### src/rtl/wb_cmd_master.sv
// Command-word Wishbone classic master: one {op,payload} in, one bus cycle,
// one {code,data} out. Supports address load, auto-increment and timeout.
module wb_cmd_master #(
  parameter int AW        = 32,
  parameter int DW        = 32,
  parameter int BYTE_ADDR = 1,
  parameter int TIMEOUT   = 255
) (
  input  logic            clk,
  input  logic            reset,
  input  logic            cmd_stb,
  input  logic [DW+1:0]   cmd_word,
  output logic            cmd_busy,
  output logic            rsp_stb,
  output logic [DW+1:0]   rsp_word,
  output logic            o_wb_cyc,
  output logic            o_wb_stb,
  output logic            o_wb_we,
  output logic [AW-1:0]   o_wb_addr,
  output logic [DW-1:0]   o_wb_data,
  output logic [DW/8-1:0] o_wb_sel,
  input  logic            i_wb_ack,
  input  logic            i_wb_err,
  input  logic [DW-1:0]   i_wb_data
);

  localparam int MW   = (AW > DW) ? AW : DW;
  localparam int CW   = (TIMEOUT > 0) ? $clog2(TIMEOUT + 1) : 1;
  localparam int TLIM = (TIMEOUT > 0) ? TIMEOUT - 1 : 0;
  localparam logic [AW-1:0] STEP =
    (BYTE_ADDR != 0) ? AW'(DW / 8) : AW'(1);

  typedef enum logic [1:0] {
    IDLE,
    BUS,
    RESP
  } state_t;

  state_t          state_q, state_d;
  logic            busy_q, busy_d;
  logic            rsp_stb_q, rsp_stb_d;
  logic [DW+1:0]   rsp_q, rsp_d;
  logic            cyc_q, cyc_d;
  logic            we_q, we_d;
  logic [AW-1:0]   addr_q, addr_d;
  logic [DW-1:0]   wdata_q, wdata_d;
  logic            inc_q, inc_d;
  logic [CW-1:0]   cnt_q, cnt_d;

  logic [1:0]      op;
  logic [DW-1:0]   payload;
  logic            accept;
  logic [AW-1:0]   ld_addr;

  assign op       = cmd_word[DW+1:DW];
  assign payload  = cmd_word[DW-1:0];
  assign accept   = cmd_stb && !busy_q && (state_q == IDLE);
  // Widen through MW so both AW>DW and AW<DW zero-extend/truncate cleanly
  assign ld_addr  = AW'(MW'(payload));

  always_comb begin
    state_d   = state_q;
    busy_d    = busy_q;
    rsp_stb_d = 1'b0;
    rsp_d     = rsp_q;
    cyc_d     = cyc_q;
    we_d      = we_q;
    addr_d    = addr_q;
    wdata_d   = wdata_q;
    inc_d     = inc_q;
    cnt_d     = cnt_q;
    unique case (state_q)
      IDLE: begin
        if (accept) begin
          busy_d = 1'b1;
          unique case (op)
            2'b00, 2'b01: begin
              state_d = BUS;
              cyc_d   = 1'b1;
              we_d    = op[0];
              cnt_d   = '0;
              if (op[0]) wdata_d = payload;
            end
            2'b10: begin
              state_d = RESP;
              addr_d  = ld_addr;
              rsp_d   = {2'b10, DW'(MW'(ld_addr))};
            end
            default: begin
              state_d = RESP;
              inc_d   = payload[0];
              rsp_d   = {2'b10, DW'(MW'(addr_q))};
            end
          endcase
        end
      end
      BUS: begin
        if (i_wb_err) begin
          state_d = RESP;
          cyc_d   = 1'b0;
          we_d    = 1'b0;
          rsp_d   = {2'b11, {DW{1'b0}}};
        end else if (i_wb_ack) begin
          state_d = RESP;
          cyc_d   = 1'b0;
          we_d    = 1'b0;
          rsp_d   = we_q ? {2'b01, {DW{1'b0}}}
                         : {2'b00, i_wb_data};
          if (inc_q) addr_d = addr_q + STEP;
        end else if (TIMEOUT != 0 && cnt_q == CW'(TLIM)) begin
          state_d = RESP;
          cyc_d   = 1'b0;
          we_d    = 1'b0;
          rsp_d   = {2'b11, DW'(1)};
        end else begin
          cnt_d = cnt_q + 1'b1;
        end
      end
      RESP: begin
        state_d   = IDLE;
        busy_d    = 1'b0;
        rsp_stb_d = 1'b1;
      end
      default: begin
        state_d = IDLE;
        busy_d  = 1'b0;
        cyc_d   = 1'b0;
      end
    endcase
  end

  always_ff @(posedge clk) begin
    if (reset) begin
      state_q   <= IDLE;
      busy_q    <= 1'b0;
      rsp_stb_q <= 1'b0;
      rsp_q     <= '0;
      cyc_q     <= 1'b0;
      we_q      <= 1'b0;
      addr_q    <= '0;
      wdata_q   <= '0;
      inc_q     <= 1'b0;
      cnt_q     <= '0;
    end else begin
      state_q   <= state_d;
      busy_q    <= busy_d;
      rsp_stb_q <= rsp_stb_d;
      rsp_q     <= rsp_d;
      cyc_q     <= cyc_d;
      we_q      <= we_d;
      addr_q    <= addr_d;
      wdata_q   <= wdata_d;
      inc_q     <= inc_d;
      cnt_q     <= cnt_d;
    end
  end

  assign cmd_busy  = busy_q;
  assign rsp_stb   = rsp_stb_q;
  assign rsp_word  = rsp_q;
  assign o_wb_cyc  = cyc_q;
  assign o_wb_stb  = cyc_q;
  assign o_wb_we   = we_q;
  assign o_wb_addr = addr_q;
  assign o_wb_data = wdata_q;
  assign o_wb_sel  = '1;

endmodule

### config.mk
export PLATFORM = sky130hd
export DESIGN_NAME = wb_cmd_master
export DESIGN_NICKNAME = d
export VERILOG_FILES = /design/src/rtl/wb_cmd_master.sv
export SDC_FILE = /design/constraint.sdc
export NUM_CORES = 1
export LEC_CHECK = 0
export ABC_AREA = 1
export CAP_MARGIN = 10
export CORE_MARGIN = 1
export CORE_UTILIZATION = 57
export CTS_CLUSTER_DIAMETER = 80
export CTS_CLUSTER_SIZE = 10
export DETAILED_ROUTE_END_ITERATION = 7
export DONT_BUFFER_PORTS = 1
export GPL_TIMING_DRIVEN = 0
export PLACE_DENSITY = 0.68
export SLEW_MARGIN = 20
export SYNTH_ARGS = -nofsm -noshare
export SYNTH_HDL_FRONTEND = slang
export SYNTH_SLANG_ARGS = --single-unit
### constraint.sdc
create_clock -name clk -period 2.8 [get_ports clk]
set_input_delay 0.56 -clock clk [delete_from_list [all_inputs] [get_ports clk]]
set_output_delay 0.56 -clock clk [all_outputs]
set_load 0.02 [all_outputs]
=== After elaboration in Yosys (flattened, before gate mapping) ===
Cells that the tools add are included.
Widths: inputs -> output; s select.

* Register bits: 113
* Input port bits: 71
* Output and inout port bits: 107
* Word-level logic and storage cells: 84

* Add/subtract/negate cells: 2
* Eq/ne operators: 15
* Mux-type cells: 37
* Bitwise gates (word level): 3
* Reduce and logical (&&, ||, !) cells: 17

{| class="wikitable"
|+ Operators with widths
! cell !! number
|-
| $mux 32 || 5
|-
| $mux 34 || 4
|-
| $pmux 34 s2 || 2
|-
| $pmux 32 s2 || 1
|-
| $mux 8 || 5
|-
| $mux 33 || 1
|-
| $add 32x3->32 const B || 1
|-
| $pmux 8 s2 || 1
|-
| $reduce_and 4->1 || 4
|-
| $ne 2x2->1 const B || 7
|-
| $reduce_and 6->1 || 2
|-
| $mux 2 || 5
|-
| $mux 1 || 9
|-
| $add 8x1->8 const B || 1
|-
| $eq 8x8->1 const B || 1
|-
| $eq 2x1->1 const B || 2
|-
| $eq 2x2->1 const B || 2
|-
| $logic_not 2->1 || 2
|-
| $ne 2x1->1 const B || 2
|-
| $ne 4x4->1 const B || 1
|-
| $pmux 1 s2 || 2
|-
| $pmux 2 s2 || 1
|-
| $reduce_and 2->1 || 2
|-
| $not 1->1 || 3
|-
| 7 further kinds || 8
|}

=== Longest topological paths before layout ===
Gate-level depths: netlist of run 1.

* Depth after elaboration: 5
* Gate-level depth with buffers: 11
* Gate-level depth less buffers: 10

=== Worst setup path before layout of run 1 ===
OpenSTA, ideal clock, no wires.

* Kind: register -> register
* Start: register addr_q[3] (netlist: o_wb_addr[3])
* End: register addr_q[18] (netlist: o_wb_addr[18])
* Library setup time: 0.115 ns
* Data arrival time: 1.689 ns
* Data required time: 2.685 ns
* Path slack: 0.995 ns
* Cell stages (with the launch flop): 11
* Path buffers: 0
* Period minus slack after synthesis: 1.805 ns
* Path through: dfxtp_1 ha_1 nand2_1 nor2_1 nand2_1 inv_1 nand3_1 o21ai_0 nand3_1 nand2_1 nor2_1

* Longest elaborated chain between the ends: 5

{| class="wikitable"
|+ Ends and longest elaborated chain
! element !! line !! source
|-
| start: declaration || 45 || <nowiki>logic [AW-1:0] addr_q, addr_d;</nowiki>
|-
| start signal: assignment || 151 || <nowiki>addr_q <= addr_d;</nowiki>
|-
| $add 32x3->32 || 109 || <nowiki>if (inc_q) addr_d = addr_q + STEP;</nowiki>
|-
| $mux 32 || 109 ||
|-
| $mux 32 || 103 || <nowiki>end else if (i_wb_ack) begin</nowiki>
|-
| $mux 32 || 98 || <nowiki>if (i_wb_err) begin</nowiki>
|-
| $pmux 32 s2 || 72 || <nowiki>unique case (state_q)</nowiki>
|}

Every way passes these cells. The select of a mux whose other input is x is not followed.
A chain may end at the register's enable or synchronous reset.

=== Final worst setup path of run 1 ===
Same ends and word-level chain as after synthesis.

==> results of run 1 <==
through the flow:
stage / utilization / power, W
floorplan: - / 0.00235
global placement: 0.608 / 0.00252
detailed placement: 0.608 / 0.00254
CTS: 0.665 / 0.00474
global route: 0.665 / 0.00491
finish: 0.665 / 0.00477
critical path: cells and delay by family, from the launching register on:
family | cells | cell delay [ps]
AO/OA/AOI/OAI | 1 | 270
AND/OR/NAND/NOR | 7 | 1100
adder cells (fa/ha/maj) | 1 | 250
flip-flops | 1 | 530
buffers and inverters | 1 | 200
report_power, final:
part	total, W	leakage, nW	internal [W]	switching (W)
Combinational	0.000608	1.31	0.000185	0.000423
Clock	0.00223	0.289	0.00148	0.000753
Sequential	0.00193	0.919	0.00171	0.000222
Total	0.00477	2.52	0.00337	0.00140
how the worst max path moves through the flow:
stage / from / endpoint / depth (start not counted)
floorplan: o_wb_addr[3] / o_wb_addr[18] / 10
global placement: o_wb_addr[3] / o_wb_addr[18] / 10
detailed placement: o_wb_addr[3] / o_wb_addr[18] / 10
CTS: o_wb_addr[3] / o_wb_addr[18] / 10
global route: o_wb_addr[3] / o_wb_addr[18] / 10
finish: o_wb_addr[3] / o_wb_addr[18] / 10
logic make-up (layout without fill, tap and decap cells):
kind of cell,count (synthesis),count (layout),share of synthesized area
AOI/OAI and AO/OA,227,227,0.187
DFF,113,113,0.367
and+or+nand+nor,505,505,0.345
adders and majority gates,3,3,0.00610
other,1,4,0.000609
buffers and inverters,134,164,0.0909
xor gates and xnor gates,2,2,0.00285
sequential cells by signal, indices dropped and copies added (netlist names):
| signal | count |
|---|---|
| state_q | 2 |
| o_wb_data | 32 |
| rsp_stb | 1 |
| rsp_word | 34 |
| o_wb_we | 1 |
| inc_q | 1 |
| o_wb_cyc | 1 |
| cnt_q | 8 |
| cmd_busy | 1 |
| o_wb_addr | 32 |
cell usage after synthesis:
cell / number / share of area
nor2_4: 1 / 0.0018
nand4_1: 36 / 0.037
o21ai_1: 1 / 0.00081
o21ai_0: 99 / 0.080
nor3b_1: 1 / 0.0012
o21ai_2: 1 / 0.0014
ha_1: 3 / 0.0061
nand3_1: 78 / 0.063
or2_2: 1 / 0.0010
inv_1: 66 / 0.040
nand2_1: 235 / 0.14
o211ai_1: 1 / 0.0012
nand3_2: 2 / 0.0033
conb_1: 1 / 0.00061
buf_1: 1 / 0.00061
nor2_1: 144 / 0.088
nor2_2: 1 / 0.0010
o22ai_1: 1 / 0.0010
nand2_2: 1 / 0.0010
a21oi_1: 119 / 0.097
clkinv_1: 1 / 0.00061
inv_2: 2 / 0.0012
nor4_1: 1 / 0.0010
a31oi_1: 2 / 0.0020
clkbuf_1: 39 / 0.024
xor2_1: 2 / 0.0028
o31ai_1: 1 / 0.0012
a211oi_1: 2 / 0.0024
dfxtp_1: 113 / 0.37
nor3_1: 4 / 0.0033
buf_2: 15 / 0.012
buf_4: 10 / 0.012
metal layers:
| layer | share of wire | vias up | GRT usage |
|---|---|---|---|
| met2 | 0.46 | 520 | 0.666 |
| met4 | 0.037 | 0 | 0.205 |
| met3 | 0.13 | 86 | 0.116 |
| li1 | - | 3303 | - |
| met1 | 0.37 | 3220 | 0.494 |
| met5 | 0 | - | 0 |
cell type report:
cell class                      count  area (µm²)  share of cell area
Inverter                           69         259              0.0374
Clock buffer                       24         460              0.0665
Sequential cell                   113        2260               0.327
Clock inverter                      6         130              0.0188
Multi-Input combinational cell    741        3350               0.483
Tap cell                          136         170              0.0246
Buffer                             65         300              0.0433
==> impl_metrics.py, run 1 <==
metrics = {
    "drt": {
        "first_iter_violations": 920,
        "drc": 0,
        "vias_per_cell": 6.18,
        "drt-total-wl_um": 22800,
        "drtAntennaViolNets": 0,
        "dr.pass1.iters": 8,
        "vias": 7129,
        "wl_per_cell_um": 19.7,
    },
    "timing": {
        "fmax_mhz": 409,
        "clock-skew-final_ps": 9.81,
        "slew_violations": 0,
        "hold_ws_ps": 177,
        "fin_ws_ps": 357,
        "finalCritPeriodShare": 0.873,
        "tightest_slew_ps": 700,
        "finalSetupViolations": 0,
        "relSlewSlack": 0.531,
        "tns_ps": 0,
        "layout_min_cycle_time_ps": 2440,
        "hold_viol_final": 0,
        "rsz0062_at_grt": "no",
    },
    "die": {
        "initial_core_util": 0.591,
        "pin_count": 178,
        "dieHeight_um": 106,
        "coreArea_mm2": 0.0104,
        "dieArea_mm2": 0.0112,
        "row_count": 37,
        "die_width_um": 106,
    },
    "critical_path": {
        "reg2reg_to": "o_wb_addr[18]",
        "critical_path_class": "flip-flop to flip-flop",
        "crit_chain": "ha_1 -> nand2_1 -> nor2_1 -> nand2_1 -> inv_1 -> nand3_1 -> o21ai_0 -> nand3_1 -> nand2_1 -> nor2_1",
        "worstPathRequired_ps": 3230,
        "critPathCaptureType": "flip-flop",
        "reg2reg_setup_slack_ps": 360,
        "critPathMaxFanout": 6,
        "cp.arrival_ps": 2880,
        "cp-start-kind": "flip-flop",
        "slowest_delay_ps": 530,
        "slowest_stage": "dfxtp_1",
        "cp_common_cell": "nand2_1",
        "rr_startpoint": "o_wb_addr[3]",
        "worstRegToRegCells": 10,
    },
    "placed_design": {
        "place_ws_ps": 422,
        "place_area_mm2": 0.00634,
        "dp_hpwl_um": 17500,
        "place_inst": 1124,
        "io_buffers": 0,
        "gp_congestion": 0.971,
    },
    "global_routing": {
        "grt_pass1_wl_um": 35100,
        "grt_pass1_vias": 6882,
        "overflow": 0,
        "track_usage": 0.409,
        "grt_max_degree": 17,
        "antenna_found_initial": 0,
    },
    "layout": {
        "fin_cells": 1154,
        "layout_commonest_cell": "nand2_1",
        "most-common-layout-cells": "nand2_1 (235), nor2_1 (144), a21oi_1 (119)",
        "nets": 1081,
        "n_fill_cell": 973,
        "n_antenna_cell": 0,
        "drive_gt1_frac": 0.0580,
        "final_area_mm2": 0.00693,
        "areaGrowthSynthToFinish_pct": 12.5,
    },
    "run": {
        "cap_viol_max_count": 0,
    },
    "clock_tree": {
        "clk_pin_slew_ps": 60,
        "worstSkewPairLatency_ps": 540,
        "post_cts_buffers": 0,
        "cts_hold_buffers": 0,
        "clockRootBuffer": "clkbuf_8",
        "post_cts_resized": 0,
        "cts_tree": "built",
        "cts_buffers": 17,
        "cts_max_path_buffers": 2,
        "clock_sinks": 113,
        "cts_max_level": 4,
    },
    "yosys": {
        "syn_avg_cell_area_um2": 6.25,
        "synth_cells": 985,
        "ys_ff_latch": 113,
        "ys_seq_area_frac": 0.367,
        "synth_area_mm2": 0.00616,
        "synth_cell_types": 32,
        "ys_warn_count": 0,
    },
    "status": {
        "status": "complete, no violations",
    },
    "worst_hold_path": {
        "holdCritStartpoint": "cmd_word[31]",
        "worst_hold_path.num_cells": 2,
        "holdPathEnd": "o_wb_data[31]",
        "hold_class": "primary input to flip-flop",
    },
    "pwr": {
        "p_leak_nw": 2.52,
        "ir_drop_mv": 0.518,
        "power_density_mw_per_mm2": 688,
    },
}
No activity file was read; power rests on OpenSTA's default activity.
==> inputs of run 2 (changes only) <==
Settings changed: CORE_ASPECT_RATIO set to 0.5, SLEW_MARGIN 20 to 5.
==> impl_metrics.py, run 2 (same netlist as run 1, synthesis figures left out) <==
metrics = {
    "status": {
        "status": "complete, no violations",
    },
    "timing": {
        "clock-skew-final_ps": 9.07,
        "fmax_mhz": 425,
        "finalSetupViolations": 0,
        "finalCritPeriodShare": 0.840,
        "layout_min_cycle_time_ps": 2350,
        "hold_viol_final": 0,
        "rsz0062_at_grt": "no",
        "tns_ps": 0,
        "relSlewSlack": 0.521,
        "tightest_slew_ps": 711,
        "hold_ws_ps": 294,
        "slew_violations": 0,
    },
    "clock_tree": {
        "clockRootBuffer": "clkbuf_16",
        "post_cts_resized": 0,
        "cts_buffers": 17,
        "clk_pin_slew_ps": 60,
        "post_cts_buffers": 0,
        "clock_sinks": 113,
        "cts_max_path_buffers": 2,
        "worstSkewPairLatency_ps": 420,
        "cts_max_level": 4,
        "cts_hold_buffers": 0,
        "cts_tree": "built",
    },
    "placed_design": {
        "dp_hpwl_um": 17400,
        "place_inst": 1128,
        "io_buffers": 0,
        "gp_congestion": 1.03,
    },
    "critical_path": {
        "rr_startpoint": "o_wb_addr[3]",
        "reg2reg_to": "o_wb_addr[28]",
        "critPathMaxFanout": 6,
        "critical_path_class": "flip-flop to flip-flop",
        "worstPathRequired_ps": 3080,
        "critPathCaptureType": "flip-flop",
        "cp-start-kind": "flip-flop",
        "cp.arrival_ps": 2630,
        "worstRegToRegCells": 10,
        "reg2reg_setup_slack_ps": 450,
    },
    "worst_hold_path": {
        "holdPathEnd": "o_wb_data[4]",
        "holdCritStartpoint": "cmd_word[4]",
        "worst_hold_path.num_cells": 2,
        "hold_class": "primary input to flip-flop",
    },
    "pwr": {
        "power_frac_clock": 0.458,
        "ir_drop_mv": 0.437,
        "power_density_mw_per_mm2": 681,
        "power_frac_comb": 0.133,
        "p_leak_nw": 2.51,
        "swShare": 0.316,
        "p_sw_w": 0.00149,
        "internal_power_w": 0.00323,
        "sequentialPowerShare": 0.409,
    },
    "drt": {
        "first_iter_violations": 966,
        "drc": 0,
        "dr.pass1.iters": 8,
        "vias_per_cell": 6.13,
        "drtAntennaViolNets": 0,
        "drt-total-wl_um": 23000,
        "vias": 7113,
        "wl_per_cell_um": 19.8,
    },
    "global_routing": {
        "antenna_found_initial": 0,
        "overflow": 0,
        "grt_pass1_wl_um": 34300,
        "grt_max_degree": 17,
        "grt_pass1_vias": 6243,
        "track_usage": 0.410,
    },
    "layout": {
        "most-common-layout-cells": "nand2_1 (235), nor2_1 (144), a21oi_1 (119)",
        "areaGrowthSynthToFinish_pct": 12.5,
        "fin_cells": 1160,
        "drive_gt1_frac": 0.0627,
        "n_antenna_cell": 0,
        "nets": 1081,
        "layout_commonest_cell": "nand2_1",
        "largest_reg_flops": 34,
    },
    "die": {
        "initial_core_util": 0.595,
        "coreArea_mm2": 0.0103,
        "dieArea_mm2": 0.0112,
        "dieHeight_um": 75.5,
        "pin_count": 178,
        "die_width_um": 149,
        "row_count": 26,
    },
    "run": {
        "cap_viol_max_count": 0,
    },
}
[run 2: cell count changes in the layout (fill, tap and decap cells not counted), moves of 2 or more]
cell	delta
bufinv_16	-2
clkbuf_1	-3
clkbuf_8	-2
clkinv_4	+3
clkinvlp_4	+2
inv_6	+2
[run 2: routing by layer]
metal  vias to the layer above  share of wire  routed length (µm)  GRT usage
li1                       3303              -                   -          -
met1                      3292           0.41                9500      0.556
met2                       463           0.41                9470      0.594
met3                        55           0.15                3530      0.168
met4                         0          0.020                 465      0.121
met5                         -              0                   0          0
[run 2: cell type report]
type / count / area (µm²)
clock buffers: 20 / 447
flip-flops and latches: 113 / 2260
plain buffers: 65 / 300
fillers: 988 / 3420
clock inverters: 12 / 134
well taps: 140 / 175
inverters: 69 / 259
multi-input cells: 741 / 3350
[run 2: per-stage QoR]
| stage | power (W) | area [µm²] | worst slack, ps | util |
|---|---|---|---|---|
| 5_1_grt | 0.00486 | 6920 | 278 | 0.669 |
| 3_5_place_dp | 0.00255 | 6340 | 523 | 0.613 |
| 3_3_place_gp | 0.00254 | 6340 | 537 | 0.613 |
| 4_1_cts | 0.00468 | 6920 | 515 | 0.669 |
| 6_report | 0.00472 | 6920 | 447 | 0.669 |
| 2_1_floorplan | 0.00235 | 6170 | 995 | - |
[run 2: power groups by stage]
stage	Clock, W	Sequential (W)	Combinational, W
3_3_place_gp	0	0.00196	0.000586
5_1_grt	0.00223	0.00194	0.000691
4_1_cts	0.00216	0.00192	0.000602
3_5_place_dp	0	0.00196	0.000595
6_report	0.00216	0.00193	0.000627
2_1_floorplan	0	0.00192	0.000432
[run 2: worst max-delay path by stage]
stage	from	to	slack [ps]	cells past startpoint
floorplan	o_wb_addr[3]	o_wb_addr[18]	1000	10
global placement	o_wb_addr[3]	o_wb_addr[28]	540	10
detailed placement	o_wb_addr[3]	o_wb_addr[18]	520	10
CTS	o_wb_addr[3]	o_wb_addr[18]	520	10
global route	o_wb_addr[3]	o_wb_addr[28]	280	10
finish	o_wb_addr[3]	o_wb_addr[28]	450	10
[run 2: worst max-delay path, stage by stage, from the launching register on]
cell	delay, ps
dfxtp_1	520
ha_1	250
nand2_1	100
nor2_1	440
nand2_1	130
nor2_1	380
nand2_1	100
nand2_1	70
nand3_1	60
nand2_1	90
a21oi_1	60
